--- config.mk ---
export PLATFORM = sky130hd
export DESIGN_NAME = serial_adder_flat
export DESIGN_NICKNAME = d
export VERILOG_FILES = /design/src/rtl/serial_adder_if.sv /design/src/rtl/serial_adder.sv /design/src/flat_wrapper.sv
export SDC_FILE = /design/constraint.sdc
export NUM_CORES = 1
export LEC_CHECK = 0
export BUFFER_PORTS_ARGS = -buffer_cell sky130_fd_sc_hd__buf_4
export CAP_MARGIN = 5
export CELL_PAD_IN_SITES_DETAIL_PLACEMENT = 1
export CELL_PAD_IN_SITES_GLOBAL_PLACEMENT = 2
export CORE_MARGIN = 4
export CORE_UTILIZATION = 33
export CTS_CLUSTER_SIZE = 40
export DETAILED_ROUTE_END_ITERATION = 8
export HOLD_SLACK_MARGIN = 0.06
export PLACE_DENSITY = 0.85
export SLEW_MARGIN = 40
export SYNTH_ARGS = -nofsm -noshare
export SYNTH_HDL_FRONTEND = slang
export SYNTH_SLANG_ARGS = --single-unit
--- constraint.sdc ---
create_clock -name clk -period 1.7 [get_ports clk]
set_input_delay 0.17 -clock clk [delete_from_list [all_inputs] [get_ports clk]]
set_output_delay 0.17 -clock clk [all_outputs]
set_load 0.02 [all_outputs]
--- src/rtl/serial_adder_if.sv ---
// Handshake bundle for serial_adder: operand channel (in_*) and result channel (out_*).
// The sub line exists only when SERIAL_ADDER_SUB_EN is defined.
interface serial_adder_if #(
    parameter int WIDTH = 8
);
    logic             in_valid;
    logic             in_ready;
    logic [WIDTH-1:0] a;
    logic [WIDTH-1:0] b;
`ifdef SERIAL_ADDER_SUB_EN
    logic             sub;
`endif
    logic             out_valid;
    logic             out_ready;
    logic [WIDTH-1:0] sum;
    logic             carry;
    logic             busy;

    // Valid/ready on both channels: a transfer happens on a rising clk edge where
    // valid and ready are both high; once raised, valid holds its payload until then.
    modport slave (
        input  in_valid, a, b, out_ready,
`ifdef SERIAL_ADDER_SUB_EN
        input  sub,
`endif
        output in_ready, out_valid, sum, carry, busy
    );

    modport master (
        output in_valid, a, b, out_ready,
`ifdef SERIAL_ADDER_SUB_EN
        output sub,
`endif
        input  in_ready, out_valid, sum, carry, busy
    );
endinterface

--- src/rtl/serial_adder.sv ---
// Bit-serial WIDTH-bit adder, LSB first, one bit per clock through a carry flop.
// Optional SERIAL_ADDER_SUB_EN adds a sub input that turns the operation into a - b.
module serial_adder #(
    parameter int WIDTH = 8
) (
    input  logic                clk,
    input  logic                rst,
    serial_adder_if.slave       bus,
    output logic [1:0]          state_dbg
);
    localparam int CW = $clog2(WIDTH + 1);

    typedef enum logic [1:0] {
        IDLE = 2'd0,
        RUN  = 2'd1,
        DONE = 2'd2
    } state_t;

    state_t           state;
    state_t           state_next;
    logic [WIDTH-1:0] areg;
    logic [WIDTH-1:0] breg;
    logic [WIDTH-1:0] sumreg;
    logic [WIDTH-1:0] sum_q;
    logic             c;
    logic             carry_q;
    logic [CW-1:0]    cnt;
    logic             s;
    logic             c_next;
    logic [WIDTH:0]   sum_shift;
    logic             last_bit;
    logic             b_inv;
    logic             c_init;

`ifdef SERIAL_ADDER_SUB_EN
    assign b_inv  = bus.sub;
    assign c_init = bus.sub;
`else
    assign b_inv  = 1'b0;
    assign c_init = 1'b0;
`endif

    // Full-adder slice on the current LSBs; sum_shift keeps the insert legal at WIDTH=1.
    assign s         = areg[0] ^ breg[0] ^ c;
    assign c_next    = (areg[0] & breg[0]) | (areg[0] & c) | (breg[0] & c);
    assign sum_shift = {s, sumreg};
    assign last_bit  = (cnt == CW'(WIDTH - 1));

    always_ff @(posedge clk) begin
        if (rst) state <= IDLE;
        else     state <= state_next;
    end

    always_comb begin
        state_next = IDLE;
        case (state)
            IDLE:    state_next = bus.in_valid ? RUN : IDLE;
            RUN:     state_next = last_bit ? DONE : RUN;
            DONE:    state_next = bus.out_ready ? IDLE : DONE;
            default: state_next = IDLE;
        endcase
    end

    always_comb begin
        bus.in_ready  = (state == IDLE);
        bus.out_valid = (state == DONE);
        bus.busy      = (state == RUN);
        bus.sum       = sum_q;
        bus.carry     = carry_q;
        state_dbg     = state;
    end

    always_ff @(posedge clk) begin
        if (rst) begin
            areg    <= '0;
            breg    <= '0;
            sumreg  <= '0;
            sum_q   <= '0;
            c       <= 1'b0;
            carry_q <= 1'b0;
            cnt     <= '0;
        end else begin
            case (state)
                IDLE: begin
                    if (bus.in_valid) begin
                        areg <= bus.a;
                        breg <= b_inv ? ~bus.b : bus.b;
                        c    <= c_init;
                        cnt  <= '0;
                    end
                end
                RUN: begin
                    sumreg <= sum_shift[WIDTH:1];
                    areg   <= areg >> 1;
                    breg   <= breg >> 1;
                    c      <= c_next;
                    cnt    <= cnt + 1'b1;
                    // Result registers change only here, so they hold through DONE and IDLE.
                    if (last_bit) begin
                        sum_q   <= sum_shift[WIDTH:1];
                        carry_q <= c_next;
                    end
                end
                default: ;
            endcase
        end
    end
endmodule

--- src/flat_wrapper.sv ---
// flat-port wrapper written by rule: the top's interface ports become plain ports
module serial_adder_flat 
#(
    parameter int WIDTH = 8
)
  (clk, rst, state_dbg, bus_in_valid, bus_a, bus_b, bus_out_ready, bus_in_ready, bus_out_valid, bus_sum, bus_carry, bus_busy);
  serial_adder_if #(.WIDTH(WIDTH)) bus_i ();
  input  logic clk;
  input  logic rst;
  output logic [1:0] state_dbg;
  input wire logic [$bits(bus_i.in_valid)-1:0] bus_in_valid;
  input wire logic [$bits(bus_i.a)-1:0] bus_a;
  input wire logic [$bits(bus_i.b)-1:0] bus_b;
  input wire logic [$bits(bus_i.out_ready)-1:0] bus_out_ready;
  output wire logic [$bits(bus_i.in_ready)-1:0] bus_in_ready;
  output wire logic [$bits(bus_i.out_valid)-1:0] bus_out_valid;
  output wire logic [$bits(bus_i.sum)-1:0] bus_sum;
  output wire logic [$bits(bus_i.carry)-1:0] bus_carry;
  output wire logic [$bits(bus_i.busy)-1:0] bus_busy;
  assign bus_i.in_valid = bus_in_valid;
  assign bus_i.a = bus_a;
  assign bus_i.b = bus_b;
  assign bus_i.out_ready = bus_out_ready;
  assign bus_in_ready = bus_i.in_ready;
  assign bus_out_valid = bus_i.out_valid;
  assign bus_sum = bus_i.sum;
  assign bus_carry = bus_i.carry;
  assign bus_busy = bus_i.busy;
  serial_adder #(.WIDTH(WIDTH)) u_core (.clk(clk), .rst(rst), .bus(bus_i), .state_dbg(state_dbg));
endmodule
# --- Yosys cells after proc, flatten, opt, wreduce, memory -nomap -nowiden ---
# Cells that the tools add are included.
classes:
  bitwise: 7
  addsub: 1
  n_eq_ne: 4
  reduce_logical: 4
  muxes: 12
op_table:
  columns: ["operator", "n"]
  rows:
  - ["$pmux W8 S2", 2]
  - ["$mux W8", 2]
  - ["$pmux W4 S2", 1]
  - ["$pmux W2 S3", 1]
  - ["$add A4 B1 Y4 const B", 1]
  - ["$eq A4 B3 Y1 const B", 1]
  - ["$mux W2", 2]
  - ["$mux W4", 1]
  - ["$reduce_and A2 Y1", 2]
  - ["$and A1 B1 Y1", 3]
  - ["$eq A2 B1 Y1 const B", 1]
  - ["$eq A2 B2 Y1 const B", 1]
  - ["$logic_not A2 Y1", 1]
  - ["$mux W1", 2]
  - ["$ne A2 B2 Y1 const B", 1]
  - ["$or A1 B1 Y1", 2]
  - ["$pmux W1 S2", 1]
  - ["$reduce_bool A2 Y1", 1]
  - ["$xor A1 B1 Y1", 2]
word_totals:
  regBits: 40
  input_bits: 20

# --- Logic depth before layout (Yosys ltp) ---
# Gate-level depths: netlist of run 1.
logic_depth:
  word_depth: 4
  depth_mapped: 6
  mapped_depth_nobuf: 4

# --- Least setup slack after synthesis of run 1 ---
# Ideal clock, no wire load.
synth_timing:
  kind: "reg-to-reg"
  start: "reg u_core.state[1] (netlist: u_core.state_dbg[1])"
  end: "reg u_core.cnt[1]"
  setup_slack_ns: 0.320
  synth_period_minus_slack_ns: 1.380
  setup_ns: 0.128
  t_required_ns: 1.572
  path_stages_with_launch: 7
  t_arrival_ns: 1.253
  cell_sequence: "dfxtp_1 > nand2b_1 > buf_6 > inv_8 > buf_4 > a22oi_1 > nor2_1"
synth_via:
  elab_chain_cells: 3
synth_lines:
  columns: ["item", "line_no", "text"]
  rows:
  - ["start: declaration", "serial_adder.sv:19", "state_t state;"]
  - ["start signal: assignment", "serial_adder.sv:51", "else state <= state_next;"]
  - ["$eq A2 B1 Y1 (*)", null, null]
  - ["named net bus_busy", "flat_wrapper.sv:19", "output wire logic [$bits(bus_i.busy)-1:0] bus_busy;"]
  - ["$reduce_bool A2 Y1 (no source line)", null, null]
  - ["$reduce_and A2 Y1 (no source line)", null, null]
  - ["end signal: assignment", "serial_adder.sv:97", "cnt <= cnt + 1'b1;"]
  - ["end: declaration", "serial_adder.sv:27", "logic [CW-1:0] cnt;"]
# Mark *: on every way through the listed nets, which the timed path passes. The rest lies on a longest branch.
# A chain may end at the register's enable or synchronous reset.

# --- Worst setup path in the final report of run 1 ---
layout_timing:
  start: "reg u_core.state[1] (netlist: u_core.state_dbg[1])"
  end: "out bus_busy"
layout_via:
  elab_chain_cells: 1
layout_lines:
  columns: ["item", "line_no", "text"]
  rows:
  - ["$eq A2 B1 Y1", "serial_adder.sv:67", "bus.busy = (state == RUN);"]
  - ["end: declaration", "flat_wrapper.sv:19", null]
# No other way between the ends.

==> results of run 1 <==
worst max path at each step:
stage | startpoint | end
global placement | u_core.cnt[0] | u_core.bus.carry
CTS | u_core.state_dbg[1] | bus_busy
finish | u_core.state_dbg[1] | bus_busy
floorplan | u_core.state_dbg[1] | u_core.cnt[1]
global route | u_core.state_dbg[1] | bus_busy
detailed placement | u_core.cnt[0] | u_core.bus.carry
metal layers:
| metal | vias up | track usage [%] | share of wire [%] | wire length [um] |
|---|---|---|---|---|
| met3 | 7 | 3.548 | 6.0 | 232 |
| met2 | 37 | 20.28 | 45 | 1739 |
| li1 | 706 | - | - | - |
| met4 | 0 | 6.081 | 1.9 | 72 |
| met5 | - | 0 | 0 | 0 |
| met1 | 659 | 16.27 | 47 | 1811 |
synth_stat cells, types with 2 or more instances:
| master | instances | area, sq um |
|---|---|---|
| a211oi_1 | 7 | 52.55 |
| a211oi_2 | 8 | 100.1 |
| a21oi_1 | 15 | 75.07 |
| a21oi_2 | 7 | 61.31 |
| a22oi_1 | 2 | 15.01 |
| a32oi_1 | 2 | 17.52 |
| buf_4 | 4 | 30.03 |
| buf_6 | 2 | 22.52 |
| clkbuf_1 | 5 | 18.77 |
| dfxtp_1 | 39 | 780.8 |
| mux2i_1 | 9 | 90.09 |
| nand2_1 | 30 | 112.6 |
| nand2b_1 | 19 | 118.9 |
| nand3_1 | 2 | 10.01 |
| nor2_1 | 21 | 78.83 |
| o21ba_2 | 2 | 20.02 |
final cells by class:
type	instances	area (sq um)	area share (%)
Multi-Input combinational cell	135	867.1	40.20
Timing Repair Buffer	39	292.8	13.57
Clock buffer	6	82.58	3.828
Tap cell	70	87.58	4.060
Clock inverter	2	35.03	1.624
Sequential cell	39	780.7	36.19
Inverter	1	11.26	0.5220
registers in the layout, summed over array words and instances (netlist names):
signal / flops
u_core.cnt: 4
u_core.c: 1
u_core.bus.sum: 8
u_core.breg: 8
u_core.state_dbg: 2
u_core.sumreg: 7
u_core.bus.carry: 1
u_core.areg: 8
power by group through the flow:
stage	registers [uW]	clock network [uW]	logic, uW
2_1_floorplan	998	0	173
3_3_place_gp	998	0	242
3_5_place_dp	999	0	244
4_1_cts	978	835	245
5_1_grt	983	877	267
6_report	978	811	240
cells by family (layout without fill, tap and decap cells):
kind of cell             after synthesis  in the layout  share of synthesized area [%]
AO/OA/AOI/OAI                         46             46                          21.55
AND/OR/NAND/NOR                       78             78                          20.90
adder cells (fa/ha/maj)                2              2                          1.861
buffers and inverters                 14             48                          5.869
multiplexers                           9              9                          5.154
flip-flops                            39             39                          44.67
stage by stage:
stage	power, uW	setup slack (ns)	instance area [sq um]
finish	2029	0.2047	2157
global route	2127	0.1107	2157
CTS	2058	0.06469	2155
detailed placement	1243	0.2816	2037
global placement	1240	0.2931	2037
floorplan	1170	0.3198	1748
critical path: stages (launching register included):
cell      delay (ns)
dfxtp_1         0.34
nand2b_2        0.29
inv_8           0.22
buf_4           0.18
==> impl_results.md, run 1 <==
* TritonRoute pass-1 iters at 4
* Yosys warning count at 0
* Ports at 34
* FFs w/ async S/R, synth at 0%
* Seq pwr share at 48.2%
* Final-report hold violation count at 0
* Max-slew violations at 0
* Power Density at 940.8 nW/um^2
* Die area at 6525 sq um
* Area grow syn2layout at 23.41%
* GRT Total Usage at 12.86%
* Initial Util at 34.22%
* Reg clk slew, reported paths at 0.07 ns
* FF-to-FF End: u_core.state_dbg[1]
* Die height at 80.78 um
* Commonest non-fill, non-tap cells in the layout: 39 x buf_4, 39 x dfxtp_1, 30 x nand2_1
* Max-cap violations at 0
* 1st-iter DRT viols at 57
* Library cells used by synthesis at 30
* Clock share of power at 39.9%
* Leak at 0.0008454 uW
* Max VDD drop at 0.4390 mV
* #FFs+latches synth at 39
* Post-CTS Hold Fix Bufs at 0
* Worst r2r src: u_core.cnt[0]
* Seq/Total Area, Yosys at 44.67%
* Measured slew at the worst slew-check pin at 0.4760 ns
* Post-synth EDFFs at 0
* Rows at 26
* Clock Latency Late Sink at 0.30 ns
* Postcts setup bufs at 0
* First-pass GRT wire length at 6492 um
* Hold depth at 3
* Register-to-Register Setup Slack at 0.30 ns
* Sw frac at 24.41%
* Placer Congestion at 0.6723
* Ant. Diodes at 0
* CTS tree: done
* Hold_ws at 0.1247 ns
* Vias/cell at 4.825
* Vias in the first global route at 1423
* Finished Layout Cells at 292
* Initial antenna violation count at 0
* Largest net degree at the start of global routing at 49
* Cts bufs inserted at 5
* Finished Core Util at 42.23%
* Dpl hpwl at 2658 um
* Worst slew margin at 68.27%
* Clk_skew at 0.008467 ns
* Buffers on Ports at 33
* Fillers at 619
* Worst r2r path cells at 4
* Nets at 243
* Syn avg cell area at 9.297 sq um
* Routed via count at 1409
* Pint at 1534 uW
* Post-Route WL at 3854 um
* Synth Cell Area at 1748 sq um
* Crit path DAT at 1.33 ns
* Final min period at 1.495 ns
* Fmax at 668.8 MHz
* PostCTS Resize Cnt at 0
* Sw Pwr at 495.4 uW
* Post-Place Cells at 284
* Cells after Synth at 188
* Worst path required time at 1.53 ns
* Width of the die at 80.78 um
* H-tree depth at 2
* Core ar. at 5107 sq um
* Combinational power share at 11.8%
* Outcome: finished clean
* Ys flop type: dfxtp_1
* Number of remaining DRC errors at 0
* Wire per inst at 13.20 um
* Fraction of layout cells with a size suffix above 1 at 30.63%
* Critical Path End Type: output pin
* Period utilization at 87.96%
* Root Driver: clkbuf_8
* RSZ-0062 raised after global routing: no
* Worst hold start: bus_a[4]
* Setup CP Type: reg2out
* Hold crit path type: in2reg
* DRT antenna net count at 0
* Clock Sink Count at 39
* Syn Nets at 210
* Crit path launch type: flop
* Final setup violation count at 0
* Hold worst-path end: u_core.areg[4]
* Maximum buffer depth of the clock tree at 2
* Total gr overflow at 0
* Setup total negative slack at 0 ns
* Worst-path fanout max at 27
No activity file was read; power rests on OpenSTA's default activity.
==> run 2: changes to the inputs <==
- CELL_PAD_IN_SITES_DETAIL_PLACEMENT: 1 -> not set
- CELL_PAD_IN_SITES_GLOBAL_PLACEMENT: 2 -> not set
- CORE_UTILIZATION: 33 -> 40
- CTS_CLUSTER_SIZE: 40 -> not set
- PLACE_DENSITY: 0.85 -> 0.68
==> run 2 against run 1 <==
Effect of this change: final cell count shrank 7.5%; critical endpoint unchanged; via count fell by 4.7%; sequential cell count is the same; routed wire length fell by 10%.
==> impl_results.md, run 2 (synthesis gave the netlist of run 1 again) <==
* FF-to-FF End: u_core.bus.sum[7]
* Leak at 0.0008262 uW
* Initial antenna violation count at 0
* Finished Core Util at 50.90%
* Worst r2r path cells at 4
* Die area at 5492 sq um
* Crit path DAT at 1.32 ns
* Dpl hpwl at 2285 um
* Commonest non-fill, non-tap cells in the layout: 39 x dfxtp_1, 38 x buf_4, 30 x nand2_1
* Cts bufs inserted at 5
* CP delay by family, top: buffers and inverters
* Largest net degree at the start of global routing at 49
* Cell area after layout at 2095 sq um
* Power Density at 881.9 nW/um^2
* Nets at 242
* Slowest Stage Delay on Critical Path at 0.32 ns
* GRT Total Usage at 13.83%
* PostCTS Resize Cnt at 0
* Die height at 74.11 um
* Sw Pwr at 472.2 uW
* Worst slew margin at 68.28%
* Crit path launch type: flop
* Pint at 1375 uW
* Ports at 34
* Placer Congestion at 0.6869
* Buffers on Ports at 33
* 1st-iter DRT viols at 79
* Wire per inst at 12.82 um
* Clock Sink Count at 39
* Post-Place Cells at 263
* Routed via count at 1343
* Period utilization at 87.59%
* First-pass GRT wire length at 5775 um
* Setup total negative slack at 0 ns
* Max-slew violations at 0
* Total gr overflow at 0
* Sw frac at 25.56%
* Area grow syn2layout at 19.83%
* Worst Setup EP: bus_busy
* Fraction of layout cells with a size suffix above 1 at 30.00%
* TritonRoute pass-1 iters at 4
* Max-cap violations at 0
* Number of remaining DRC errors at 0
* Worst-path fanout max at 27
* Measured slew at the worst slew-check pin at 0.4758 ns
* Finished Layout Cells at 270
* CTS tree: done
* Post-CTS Hold Fix Bufs at 0
* Ant. Diodes at 0
* Clock share of power at 34.4%
* Initial Util at 42.47%
* Register-to-Register Setup Slack at 0.29 ns
* Clock Latency Late Sink at 0.29 ns
* Fmax at 671.5 MHz
* Final setup violation count at 0
* Maximum buffer depth of the clock tree at 2
* Critical-path cell with the highest stage delay: dfxtp_1
* H-tree depth at 2
* DP Area at 2004 sq um
* Rows at 23
* Outcome: finished clean
* Worst r2r src: u_core.cnt[0]
* Levels on crit path at 3
* DRT antenna net count at 0
* Final min period at 1.489 ns
* Final-report hold violation count at 0
* Crit path from: u_core.state_dbg[1]
* Worst Path Buf+Inv at 2
* Vias in the first global route at 1316
* Post-Route WL at 3462 um
* Vias/cell at 4.974
* Hold crit path type: in2reg
* Seq pwr share at 53.0%
* Core ar. at 4115 sq um
* Setup CP Type: reg2out
* Clk_skew at 0.005798 ns
* Final WS setup at 0.2109 ns
* Root Driver: clkbuf_8
* RSZ-0062 raised after global routing: no
* Dpl ws at 0.2667 ns
* Worst path required time at 1.53 ns
* Postcts setup bufs at 0
* Most common cell after layout, fill and taps aside: dfxtp_1
* Width of the die at 74.11 um
* Combinational power share at 12.6%
* CP cell instances: nand2b_2 -> inv_8 -> buf_4
* Max VDD drop at 0.3527 mV
* Critical Path End Type: output pin
* Reg clk slew, reported paths at 0.07 ns
==> run 2: cell count changes in the layout (fill, tap and decap cells not counted) <==
cell | previous run | this run
buf_4 | 39 | 38
bufinv_16 | 1 | 0
==> run 2: per-layer routing <==
layer	GRT usage [%]	up-vias	wire length (um)
met4	7.847	0	68
li1	-	700	-
met5	0	-	0
met1	16.35	602	1623
met2	22.05	34	1544
met3	4.459	7	226
==> run 2: tightest hold or removal path: stages <==
cell and delay [ns]:
buf_4 0.10, nand2_1 0.05, a211oi_1 0.05
==> run 2: stage by stage <==
step,hold slack (ns),total power (uW)
2_1_floorplan,0.3110,1170
3_3_place_gp,0.4351,1231
3_5_place_dp,0.4348,1235
4_1_cts,0.1255,1865
5_1_grt,0.1269,1934
6_report,0.1305,1847
==> run 2: final cells by class <==
| cell class | instances | area, sq um |
|---|---|---|
| Tap cell | 50 | 62.56 |
| Clock inverter | 1 | 5.005 |
| Inverter | 1 | 11.26 |
| Sequential cell | 39 | 780.7 |
| Timing Repair Buffer | 38 | 285.3 |
| Multi-Input combinational cell | 135 | 867.1 |
| Clock buffer | 6 | 82.58 |
| Fill cell | 405 | 2021 |
==> run 2: worst min-delay path by stage <==
stage | from | endpoint | slack [ns] | cells after the start
6_report | bus_a[2] | u_core.areg[2] | 0.13 | 3
5_1_grt | bus_a[0] | u_core.areg[0] | 0.13 | 3
4_1_cts | bus_a[5] | u_core.areg[5] | 0.13 | 3
3_5_place_dp | bus_a[5] | u_core.areg[5] | 0.43 | 3
3_3_place_gp | bus_a[3] | u_core.areg[3] | 0.44 | 3
2_1_floorplan | bus_a[0] | u_core.areg[0] | 0.31 | 2
==> run 2: power groups by stage <==
stage | registers, uW | clock network [uW] | logic [uW]
6_report | 980 | 635 | 232
5_1_grt | 984 | 691 | 259
4_1_cts | 979 | 650 | 235
3_5_place_dp | 1000 | 0 | 235
3_3_place_gp | 999 | 0 | 232
2_1_floorplan | 998 | 0 | 173
